<file path="src/rtl/uart_tx.sv">
// UART transmitter: valid/ready word intake through a one-word holding
// register, then start bit, BITS data bits LSB first, optional parity bit
// and 1 or 2 stop bits on the tx line. Every bit lasts CLK/BAUD_RATE cycles.
module uart_tx #(
  parameter int CLK       = 50000000,
  parameter int BAUD_RATE = 115200,
  parameter int BITS      = 8,
  parameter int PARITY    = 0,
  parameter int STOP_BITS = 1
) (
  input  logic            clk,
  input  logic            rst,
  input  logic [BITS-1:0] data,
  input  logic            valid,
  output logic            ready,
  output logic            tx,
  output logic            busy,
  output logic            done
);

  localparam int CLK_DIVISOR = CLK / BAUD_RATE;
  localparam int BAUD_W      = $clog2(CLK_DIVISOR) + 1;
  localparam int BIT_W       = $clog2(BITS) + 1;

  localparam logic [BAUD_W-1:0] BAUD_LAST = BAUD_W'(CLK_DIVISOR - 1);
  localparam logic [BIT_W-1:0]  DATA_LAST = BIT_W'(BITS - 1);
  localparam logic [BIT_W-1:0]  STOP_LAST = BIT_W'(STOP_BITS - 1);

  typedef enum logic [2:0] {
    IDLE,
    START,
    DATA,
    PARITY_BIT,
    STOP
  } state_t;

  state_t            state;
  state_t            state_n;
  logic [BAUD_W-1:0] baud_cnt;
  logic [BAUD_W-1:0] baud_cnt_n;
  logic [BIT_W-1:0]  bit_cnt;
  logic [BIT_W-1:0]  bit_cnt_n;
  logic [BITS-1:0]   shift_reg;
  logic [BITS-1:0]   shift_reg_n;
  logic              parity_bit;
  logic              parity_bit_n;

  logic [BITS-1:0]   hold_reg;
  logic              hold_full;

  logic              baud_end;
  logic              load;
  logic              frame_end;

  // The holding register only ever accepts while empty, so an accept and an
  // engine load can never land on the same edge.
  always_ff @(posedge clk) begin
    if (rst) begin
      hold_full <= 1'b0;
      hold_reg  <= '0;
    end else begin
      if (load) begin
        hold_full <= 1'b0;
      end
      if (valid && !hold_full) begin
        hold_reg  <= data;
        hold_full <= 1'b1;
      end
    end
  end

  // Engine state register; reset drops any frame in flight immediately.
  always_ff @(posedge clk) begin
    if (rst) begin
      state      <= IDLE;
      baud_cnt   <= '0;
      bit_cnt    <= '0;
      shift_reg  <= '0;
      parity_bit <= 1'b0;
    end else begin
      state      <= state_n;
      baud_cnt   <= baud_cnt_n;
      bit_cnt    <= bit_cnt_n;
      shift_reg  <= shift_reg_n;
      parity_bit <= parity_bit_n;
    end
  end

  // Next-state logic; a load from the holding register overrides the normal
  // transition so a queued word follows the last stop cycle with no gap.
  always_comb begin
    state_n      = state;
    baud_cnt_n   = baud_cnt;
    bit_cnt_n    = bit_cnt;
    shift_reg_n  = shift_reg;
    parity_bit_n = parity_bit;
    load         = 1'b0;
    baud_end     = (baud_cnt == BAUD_LAST);
    frame_end    = 1'b0;

    case (state)
      IDLE: begin
        if (hold_full) begin
          load = 1'b1;
        end
      end
      START: begin
        if (baud_end) begin
          baud_cnt_n = '0;
          bit_cnt_n  = '0;
          state_n    = DATA;
        end else begin
          baud_cnt_n = baud_cnt + 1'b1;
        end
      end
      DATA: begin
        if (baud_end) begin
          baud_cnt_n  = '0;
          shift_reg_n = shift_reg >> 1;
          if (bit_cnt == DATA_LAST) begin
            bit_cnt_n = '0;
            state_n   = (PARITY != 0) ? PARITY_BIT : STOP;
          end else begin
            bit_cnt_n = bit_cnt + 1'b1;
          end
        end else begin
          baud_cnt_n = baud_cnt + 1'b1;
        end
      end
      PARITY_BIT: begin
        if (baud_end) begin
          baud_cnt_n = '0;
          bit_cnt_n  = '0;
          state_n    = STOP;
        end else begin
          baud_cnt_n = baud_cnt + 1'b1;
        end
      end
      STOP: begin
        if (baud_end) begin
          baud_cnt_n = '0;
          if (bit_cnt == STOP_LAST) begin
            frame_end = 1'b1;
            bit_cnt_n = '0;
            if (hold_full) begin
              load = 1'b1;
            end else begin
              state_n = IDLE;
            end
          end else begin
            bit_cnt_n = bit_cnt + 1'b1;
          end
        end else begin
          baud_cnt_n = baud_cnt + 1'b1;
        end
      end
      default: begin
        state_n = IDLE;
      end
    endcase

    if (load) begin
      state_n      = START;
      baud_cnt_n   = '0;
      bit_cnt_n    = '0;
      shift_reg_n  = hold_reg;
      parity_bit_n = (^hold_reg) ^ (PARITY == 1);
    end
  end

  // Line level decoded straight from the engine registers.
  always_comb begin
    tx = 1'b1;
    case (state)
      START:      tx = 1'b0;
      DATA:       tx = shift_reg[0];
      PARITY_BIT: tx = parity_bit;
      default:    tx = 1'b1;
    endcase
  end

  assign ready = !hold_full;
  assign busy  = (state != IDLE);
  assign done  = frame_end;

endmodule
</file>
<file path="config.mk">
export PLATFORM = sky130hd
export DESIGN_NAME = uart_tx
export DESIGN_NICKNAME = d
export VERILOG_FILES = /design/src/rtl/uart_tx.sv
export SDC_FILE = /design/constraint.sdc
export NUM_CORES = 1
export LEC_CHECK = 0
export ABC_AREA = 1
export BUFFER_PORTS_ARGS = -buffer_cell sky130_fd_sc_hd__buf_2
export CAP_MARGIN = 25
export CORE_ASPECT_RATIO = 1.75
export CORE_UTILIZATION = 30
export CTS_BUF_LIST = sky130_fd_sc_hd__clkbuf_8 sky130_fd_sc_hd__clkbuf_16
export DETAILED_ROUTE_END_ITERATION = 6
export PLACE_DENSITY = 0.47
export SYNTH_ARGS = -nofsm -noshare
export SYNTH_HDL_FRONTEND = slang
export SYNTH_SLANG_ARGS = --single-unit
</file>
<file path="constraint.sdc">
create_clock -name clk -period 1.81 [get_ports clk]
set_input_delay 0.2715 -clock clk [delete_from_list [all_inputs] [get_ports clk]]
set_output_delay 0.2715 -clock clk [all_outputs]
set_load 0.01 [all_outputs]
</file>
## Word-level counts from Yosys, hierarchy flattened

Index checks and enable logic that the tools add are counted.

| storage, ports and cells | value |
|---|---|
| flip-flop bits (word level) | 35 |
| input port bits | 11 |
| output and inout bits | 4 |
| logic and storage cells | 79 |

| operators by class | value |
|---|---|
| add/sub/neg operators | 2 |
| eq/ne operators | 22 |
| multiplexer cells | 29 |
| bitwise operators | 1 |
| reductions and logical operators | 17 |

Operators with widths:

| operator | number |
|---|---|
| $mux 8 | 3 |
| $mux 3 | 7 |
| $ne 3x3->1 const B | 7 |
| $mux 4 | 5 |
| $ne 2x2->1 const B | 8 |
| $reduce_and 8->1 | 2 |
| $pmux 3 s5 | 1 |
| $pmux 4 s3 | 1 |
| $add 10x1->10 const B | 1 |
| $eq 10x9->1 const B | 1 |
| $mux 10 | 1 |
| $mux 1 | 9 |
| $reduce_xor 8->1 | 1 |
| $eq 3x2->1 const B | 2 |
| $reduce_bool 2->1 | 3 |
| $reduce_bool 3->1 | 2 |
| $add 4x1->4 const B | 1 |
| $eq 4x3->1 const B | 1 |
| $logic_not 4->1 | 1 |
| $reduce_and 4->1 | 1 |
| $reduce_or 2->1 | 2 |
| $reduce_or 4->1 | 1 |
| $eq 3x1->1 const B | 1 |
| $eq 3x3->1 const B | 1 |
| other kinds (8) | 8 |

## Logic depth before layout (Yosys ltp)

Gate-level depths: netlist (run 1).

| depth | value |
|---|---|
| depth after elaboration | 6 |
| mapped depth | 11 |
| depth with buffers taken out | 11 |

## Worst setup path after synthesis (run 1)

Ideal clock, no wire load.

| timing | value |
|---|---|
| path type | flip-flop to output port |
| start | register baud_cnt[0] |
| end | output done |
| arrival | 1195 ps |
| required time | 1539 ps |
| setup slack | 343 ps |
| cell stages (with the launch flop) | 6 |
| buffers on the path | 0 |
| cell sequence | dfxtp_1 > ha_1 > nand2_1 > nor2_2 > nand3_2 > nor3_1 |

| between the ends | value |
|---|---|
| word-level cells in the longest chain between the ends | 3 |

Ends and longest elaborated chain:

| element | RTL line | RTL |
|---|---|---|
| from (decl) | 39 | `logic [BAUD_W-1:0] baud_cnt;` |
| from (signal assigned) | 82 | `baud_cnt <= baud_cnt_n;` |
| $eq 10x9->1 | 98 | `baud_end = (baud_cnt == BAUD_LAST);` |
| $mux 1 | 140 | `if (baud_end) begin` |
| $mux 1 | 101 | `case (state)` |
| to (decl) | 18 | `output logic done` |

Every way passes these cells.

## Worst setup path in the final report (run 1)

| timing | value |
|---|---|
| start | register baud_cnt[1] |
| end | output done |

The elaborated chain is that of the path after synthesis.

==> summary by stage, run 1 <==
Outcome
The flow ran to the end, and the final reports show no timing, DRC or antenna violations.

Power
The peak ir drop on the vdd network is roughly 400 uV. The analysis attributes to cell leakage a power of about 0.97 nW. Of the total power, registers draw 0.471.

The clock network fraction of total power is 0.356. In this run the power density over the cells is between 700 and 800 mW/mm2. Of the total power, combinational logic draws 0.173. The design draws approximately 1.8 mW. Of the total power, the share spent switching nets is 0.289. The cell internal power dissipation is 1.27 mW.

The analysis attributes to net switching a power of slightly above 500 uW.

Clock tree
TritonCTS created 5 clock buffers. Clock-pin slew was measured on the worst setup and hold paths at around 0.07 ns. The TritonCTS clock tree is yes.

The root buffer cell is clkbuf_8. The later pin in the worst-skew pair is clocked with a latency of 0.28 ns. The number of H-tree branching levels is 2.

The number of buffers inserted for hold repair after clock tree synthesis is 0. The TritonCTS sink count is 35. The number of buffers between clock root and the deepest sink is 2.

Logic synthesis
For this run, the number of Yosys warnings is 0. Yosys attributes the largest share of cell area to dfxtp_1 (36%), nand2_1 (10%), nor2_1 (8.7%). The dominant cell type by area after synthesis is dfxtp_1. The number of different library cells used by synthesis comes to 33.

When the netlist entered floorplanning its net count stood at 286. The post-synthesis register bit count is 35. The fraction of post-synthesis cell area in the top cell type by area is 0.363. The cell area that synthesis handed to floorplanning was about 0.0019 mm2. The share of the Yosys chip area taken by registers is 0.363. The average instance in the mapped netlist occupies 7.13 um2.

Synthesis produced a netlist whose cell count is 271.

Global routing
The initial antenna violation count is 0. The total congestion overflow after global routing is 0. The maximum number of pins on one net before global-route repair is 15. The global-route wire length before repair is 7830 um. The global router's overall resource usage is 0.152. The number of global-route vias before repair was 1,695.

Floorplan
For this design the top-level I/O count stands at 15. The effective utilization at floorplan is 0.310. The horizontal extent of the die is 62.7 um.

The core region area is 0.00623 mm2. In this run the vertical extent of the chip is approximately 110 um. The floorplan step defined a die boundary enclosing 0.00678 mm2. The initialized floorplan defines 38 standard-cell rows.

Timing
The actual slew at the worst max-slew pin is roughly 0.40 ns. The worst hold-check slack is 0.203 ns. Clock skew on the completed layout was measured at 0.00724 ns. The setup violation total in the final timing report is 0. Setup repair after global routing could not meet its margin everywhere. The worst path meets setup with ~0.093 ns of slack. The count of endpoints failing hold in the final timing report is 0. The smallest clock period supported by the final layout is computed as 1.72 ns. The number of max-slew violations in the final report came to 0. The final-layout setup total negative slack is 0 ns. The worst slew margin relative to its limit is 0.731. Based on the critical path, the design can be clocked at up to 0.582 GHz. The final period utilization is 0.949.

Min path
The worst min-delay path class is in -> reg.

Final layout
The register cell area after layout is 702 um2. In the final layout, the share of cells above drive strength 1 is 0.223. The filler cells instantiated in the layout total 715. The multi-input combinational cells in the finished layout cover a total of 0.00110 mm2.

The signed area change from the synthesized netlist to the final layout is 16.8%. For this run, the post-layout net count is just over 300. The number of antenna diodes in the final layout is 0.

The final instance area is 0.00226 mm2. The number of flip-flops in the largest register is 10. The library cell used most frequently in the layout, excluding fill and tap cells, is nand2_1. In the layout the commonest cells are nand2_1 (53), nor2_1 (45), dfxtp_1 (34).

Place
The post-DP HPWL is 3770 um. The number of I/O port buffers is 14. After detailed placement, the total cell area comes to around 0.0021 mm2. OpenSTA, run right after detailed placement, puts the worst setup slack at 0.0937 ns. The final weighted congestion in routability-driven placement is between 0.8 and 0.9.

Routing
The via density per instance is ~4.6. The first-pass detailed-route iteration total is 4. The number of design rule violations left after detail routing is 0. The detailed router finished its first iteration with 59 violations.

The count of nets left with antenna violations once routing finished came out at 0. The aggregate routed wire length is about 4700 um. The via count of the routed design is 1,717.

The average routed wire per standard cell is 12.5 um.

Critical path
STA classifies the critical path endpoint as a primary output. Along the worst path, the maximum fanout reaches 3. Data on the critical path arrives at its endpoint at 1.45 ns. At the worst endpoint, the required time is 1.54 ns. The worst setup path is launched from a flip-flop. The critical path class is reg -> out.

Run
The count of maximum capacitance violations is 0.
-- per-layer routing --
metal	up-vias	GRT usage	part of all wire
li1	911	-	-
met1	767	0.136	0.37
met2	28	0.318	0.58
met3	11	0.0264	0.023
met4	0	0.0648	0.025
met5	-	0	0
-- worst max-delay path, stage by stage (launching register included) --
cell     delay [ns]
dfxtp_1        0.32
inv_1          0.07
ha_1           0.15
nand2_1        0.09
nor2_4         0.13
nand3_4        0.11
nor3_2         0.13
buf_2          0.16
-- through the flow --
stage,cells,utilization
2_1_floorplan,271,-
3_3_place_gp,367,0.340
3_5_place_dp,367,0.340
4_1_cts,376,0.359
5_1_grt,376,0.362
6_report,376,0.362
-- cell families after synthesis --
group           Yosys count  synth area share
compound gates           36            0.0984
xor+xnor                  9            0.0408
fa+ha+maj                 4            0.0259
buf+inv                  38            0.0797
flops                    35             0.363
simple gates            149             0.392
-- power groups by stage --
stage	logic (mW)	registers, mW	clock network, mW
floorplan	0.231	0.853	0
global placement	0.316	0.863	0
detailed placement	0.315	0.862	0
CTS	0.316	0.845	0.674
global route	0.349	0.851	0.696
finish	0.310	0.845	0.637
-- layout make-up --
| class | instances | share of cell area |
|---|---|---|
| clock buffer | 7 | 0.0427 |
| clock inverter | 1 | 0.00333 |
| inverter | 36 | 0.0610 |
| multi-input combinational | 198 | 0.490 |
| sequential | 35 | 0.311 |
| tap | 80 | 0.0444 |
| timing repair buffer | 19 | 0.0477 |
-- what timing repair did --
item	CTS	global route
setup buffers	1	0
resized for setup	3	3
endpoints found under the setup margin	1	12
pin swaps	1	1
-- path summary, 6_finish.rpt --
check | depth (start not counted) | to | slack, ns | startpoint
worst max-delay path | 7 | done | 0.09 | baud_cnt[1]
worst min-delay path | 3 | hold_reg[1] | 0.20 | data[1]
worst max register to register | 10 | baud_cnt[9] | 0.15 | baud_cnt[1]
worst min register to register | 2 | shift_reg[3] | 0.49 | shift_reg[3]
-- Yosys cell counts, drive strengths merged --
master / n
nand2: 61
nor2: 55
dfxtp: 35
inv: 33
o21ai: 20
nand3: 17
a21oi: 13
nand4: 7
nor3: 7
xnor2: 5
ha: 4
xor2: 4
clkinv: 3
a21boi: 1
buf: 1
clkbuf: 1
nor3b: 1
o211ai: 1
o22ai: 1
or2: 1
Power figures use the tool's default switching activity.
==> inputs of run 2 (changes only) <==
--- a/config.mk
+++ b/config.mk
@@ -12,7 +12,7 @@
 export CORE_UTILIZATION = 30
 export CTS_BUF_LIST = sky130_fd_sc_hd__clkbuf_8 sky130_fd_sc_hd__clkbuf_16
 export DETAILED_ROUTE_END_ITERATION = 6
-export PLACE_DENSITY = 0.47
+export PLACE_DENSITY_LB_ADDON = 0.05
 export SYNTH_ARGS = -nofsm -noshare
 export SYNTH_HDL_FRONTEND = slang
 export SYNTH_SLANG_ARGS = --single-unit
==> summary by stage, run 2 (same netlist as run 1, synthesis figures left out) <==
Power
Power comes to between 1.5 and 2 mW. The worst-case IR drop observed on VDD is 358 uV. The ratio of total power to cell area is 740 mW/mm2.

The static leakage is 0.991 nW.

Clock tree
The clock-pin slew of the registers on the worst-case setup and hold paths is roughly 0.070 ns. For the worst-skew pair, the clock arrives at the later sink with an insertion delay of around 0.28 ns. CTS saw 35 sinks. The root buffer cell is clkbuf_8.

The number of H-tree branching levels is 2. TritonCTS built the clock tree. The number of clock buffers added by TritonCTS is 5. The number of buffers between clock root and the deepest sink is 2.

Routing
Dividing the detail-routed via count by the number of cells gives 4.58. The number of design rule violations left after detail routing is 0. The via count of the routed design is 1,740. The first-pass detailed-route iteration total is 4. In this run the remaining antenna-violating nets after routing total 0. The aggregate routed wire length is 4790 um.

The first-iteration detailed-routing DRC count is 36. The average routed wire per standard cell is between 10 and 15 um.

Final layout
For this run, the share of the core covered by cells in the final layout is 0.368. The layout net count is 314. The count of antenna diodes in the layout is 0. Of the cells placed in the final design, the portion with a size suffix greater than 1 is 0.253. Relative to the synthesized area, the layout overhead comes to 18.5%.

The number of flip-flops in the largest register is 10. The top cell types in the final layout, fill and taps aside, are nand2_1 (51), nor2_1 (45), dfxtp_1 (30). The most common library cell in the layout ignoring fill and taps is nand2_1. Once layout is complete, the cells apart from fillers number 380.

Global routing
The most utilized layer in the global route result is met2. The met2 capacity usage during global routing is 0.316. The total congestion overflow after global routing is 0. The global router's overall resource usage is 0.153. The routing usage on met1 is 0.141.

The number of global-route vias before repair is ~1,700. In the global route stage, met3 resource usage came out at 0.0264. The initial antenna violation count is 0. The global-route wire length before repair is just under 8000 um. The maximum number of pins on one net before global-route repair is 11.

Min path
The worst hold path belongs to the class in -> reg. The number of instances on the worst hold path is 3.

Critical path
Along the worst path, the maximum fanout reaches 3. The required time reported for the critical path endpoint is around 1.5 ns. The critical path is of the reg -> out type. The worst register-to-register path has a depth of 11. STA classifies the critical path startpoint as a flip-flop. The kind of capture point of the worst setup path is a primary output.

The critical path data arrival time is 1.43 ns.

Timing
The worst pin sits at a relative slew slack of 0.827. The achievable frequency is between 0.5 and 0.6 GHz. Setup repair after global routing could not meet its margin everywhere. The count of endpoints failing hold in the final timing report was 0. The worst path setup slack after routing is 0.113 ns. The number of max-slew violations in the final report is 0. For the final database, setup skew stands at 0.00402 ns. The setup violation total in the final timing report is 0. At the pin with the least slew margin, the transition time is 0.257 ns. The minimum period implied by the final worst setup slack is between 1.5 and 2 ns. The final period utilization is 0.938.

Floorplan
15 I/O pins were placed. The floorplan has 38 rows. The area enclosed by the die boundary is 0.00678 mm2. The floorplan step set the die width to 62.7 um.

The effective utilization at floorplan is 0.310. The total area inside the core boundary comes to 0.00623 mm2. The overall die height is 108 um.

Place
Counting tap cells, the placed design contains a total of 367 instances. The number of I/O port buffers is 14. The post-DP HPWL is 3810 um.

Timing analysis after detailed placement gives a worst setup slack of 0.101 ns. Routability-driven placement finished with a final weighted congestion of 0.765.

Outcome
The flow ran to the end, and the final reports show no timing, DRC or antenna violations.

Run
The tool flagged a number of max-cap violations equal to 0.
run 2: changes by cell type in the layout (fill, tap and decap cells not counted), moves of 2 or more:
cell      before  now
buf_4          5    9
dfxtp_1       34   30
dfxtp_2        1    4
clkbuf_8       7    5
nand2_1       53   51
nand2_2        5    7
run 2: final timing paths:
check | from | end | slack [ns]
min reg2reg | shift_reg[7] | shift_reg[6] | 0.48
max reg2reg | bit_cnt[0] | shift_reg[0] | 0.19
max | baud_cnt[1] | done | 0.11
min | data[2] | hold_reg[2] | 0.20
run 2: cell type report:
type                    count  area (um2)
flip-flops and latches     35         709
clock buffers               5        68.8
well taps                  80         100
fillers                   712        3940
repair buffers             23         138
clock inverters             3        12.5
inverters                  36         138
multi-input cells         198        1120
run 2: stage by stage:
step | hold WS, ns | area (um2) | setup TNS [ns]
global placement | 0.473 | 2120 | 0
detailed placement | 0.473 | 2120 | 0
floorplan | 0.341 | 1930 | 0
global route | 0.203 | 2290 | -0.0319
CTS | 0.195 | 2220 | 0
finish | 0.205 | 2290 | 0
run 2: where the power goes:
part / leakage, nW / switching [mW] / internal, mW / total, mW
clock: 0.0505 / 0.276 / 0.259 / 0.535
sequential: 0.288 / 0.0317 / 0.812 / 0.844
combinational: 0.653 / 0.195 / 0.120 / 0.315
total: 0.991 / 0.503 / 1.19 / 1.69
run 2: metal layers:
metal | up-vias | routed length, um
li1 | 919 | -
met1 | 788 | 1740
met2 | 26 | 2840
met3 | 7 | 106
met4 | 0 | 98
met5 | - | 0
run 2: repair_timing:
action | CTS | global route
hold endpoints to repair | 0 | 0
gates resized for setup | 3 | 13
setup endpoints to repair | 1 | 12
hold buffers | 0 | 0
pin swaps | 1 | 3
buffers inserted | 1 | 4
run 2: critical path: stages (launching register included):
cell and delay [ns]:
dfxtp_2 0.33, inv_2 0.07, ha_4 0.13, nand2_2 0.06, nor2_4 0.12, nand3_4 0.10, nor3_4 0.18, buf_2 0.15
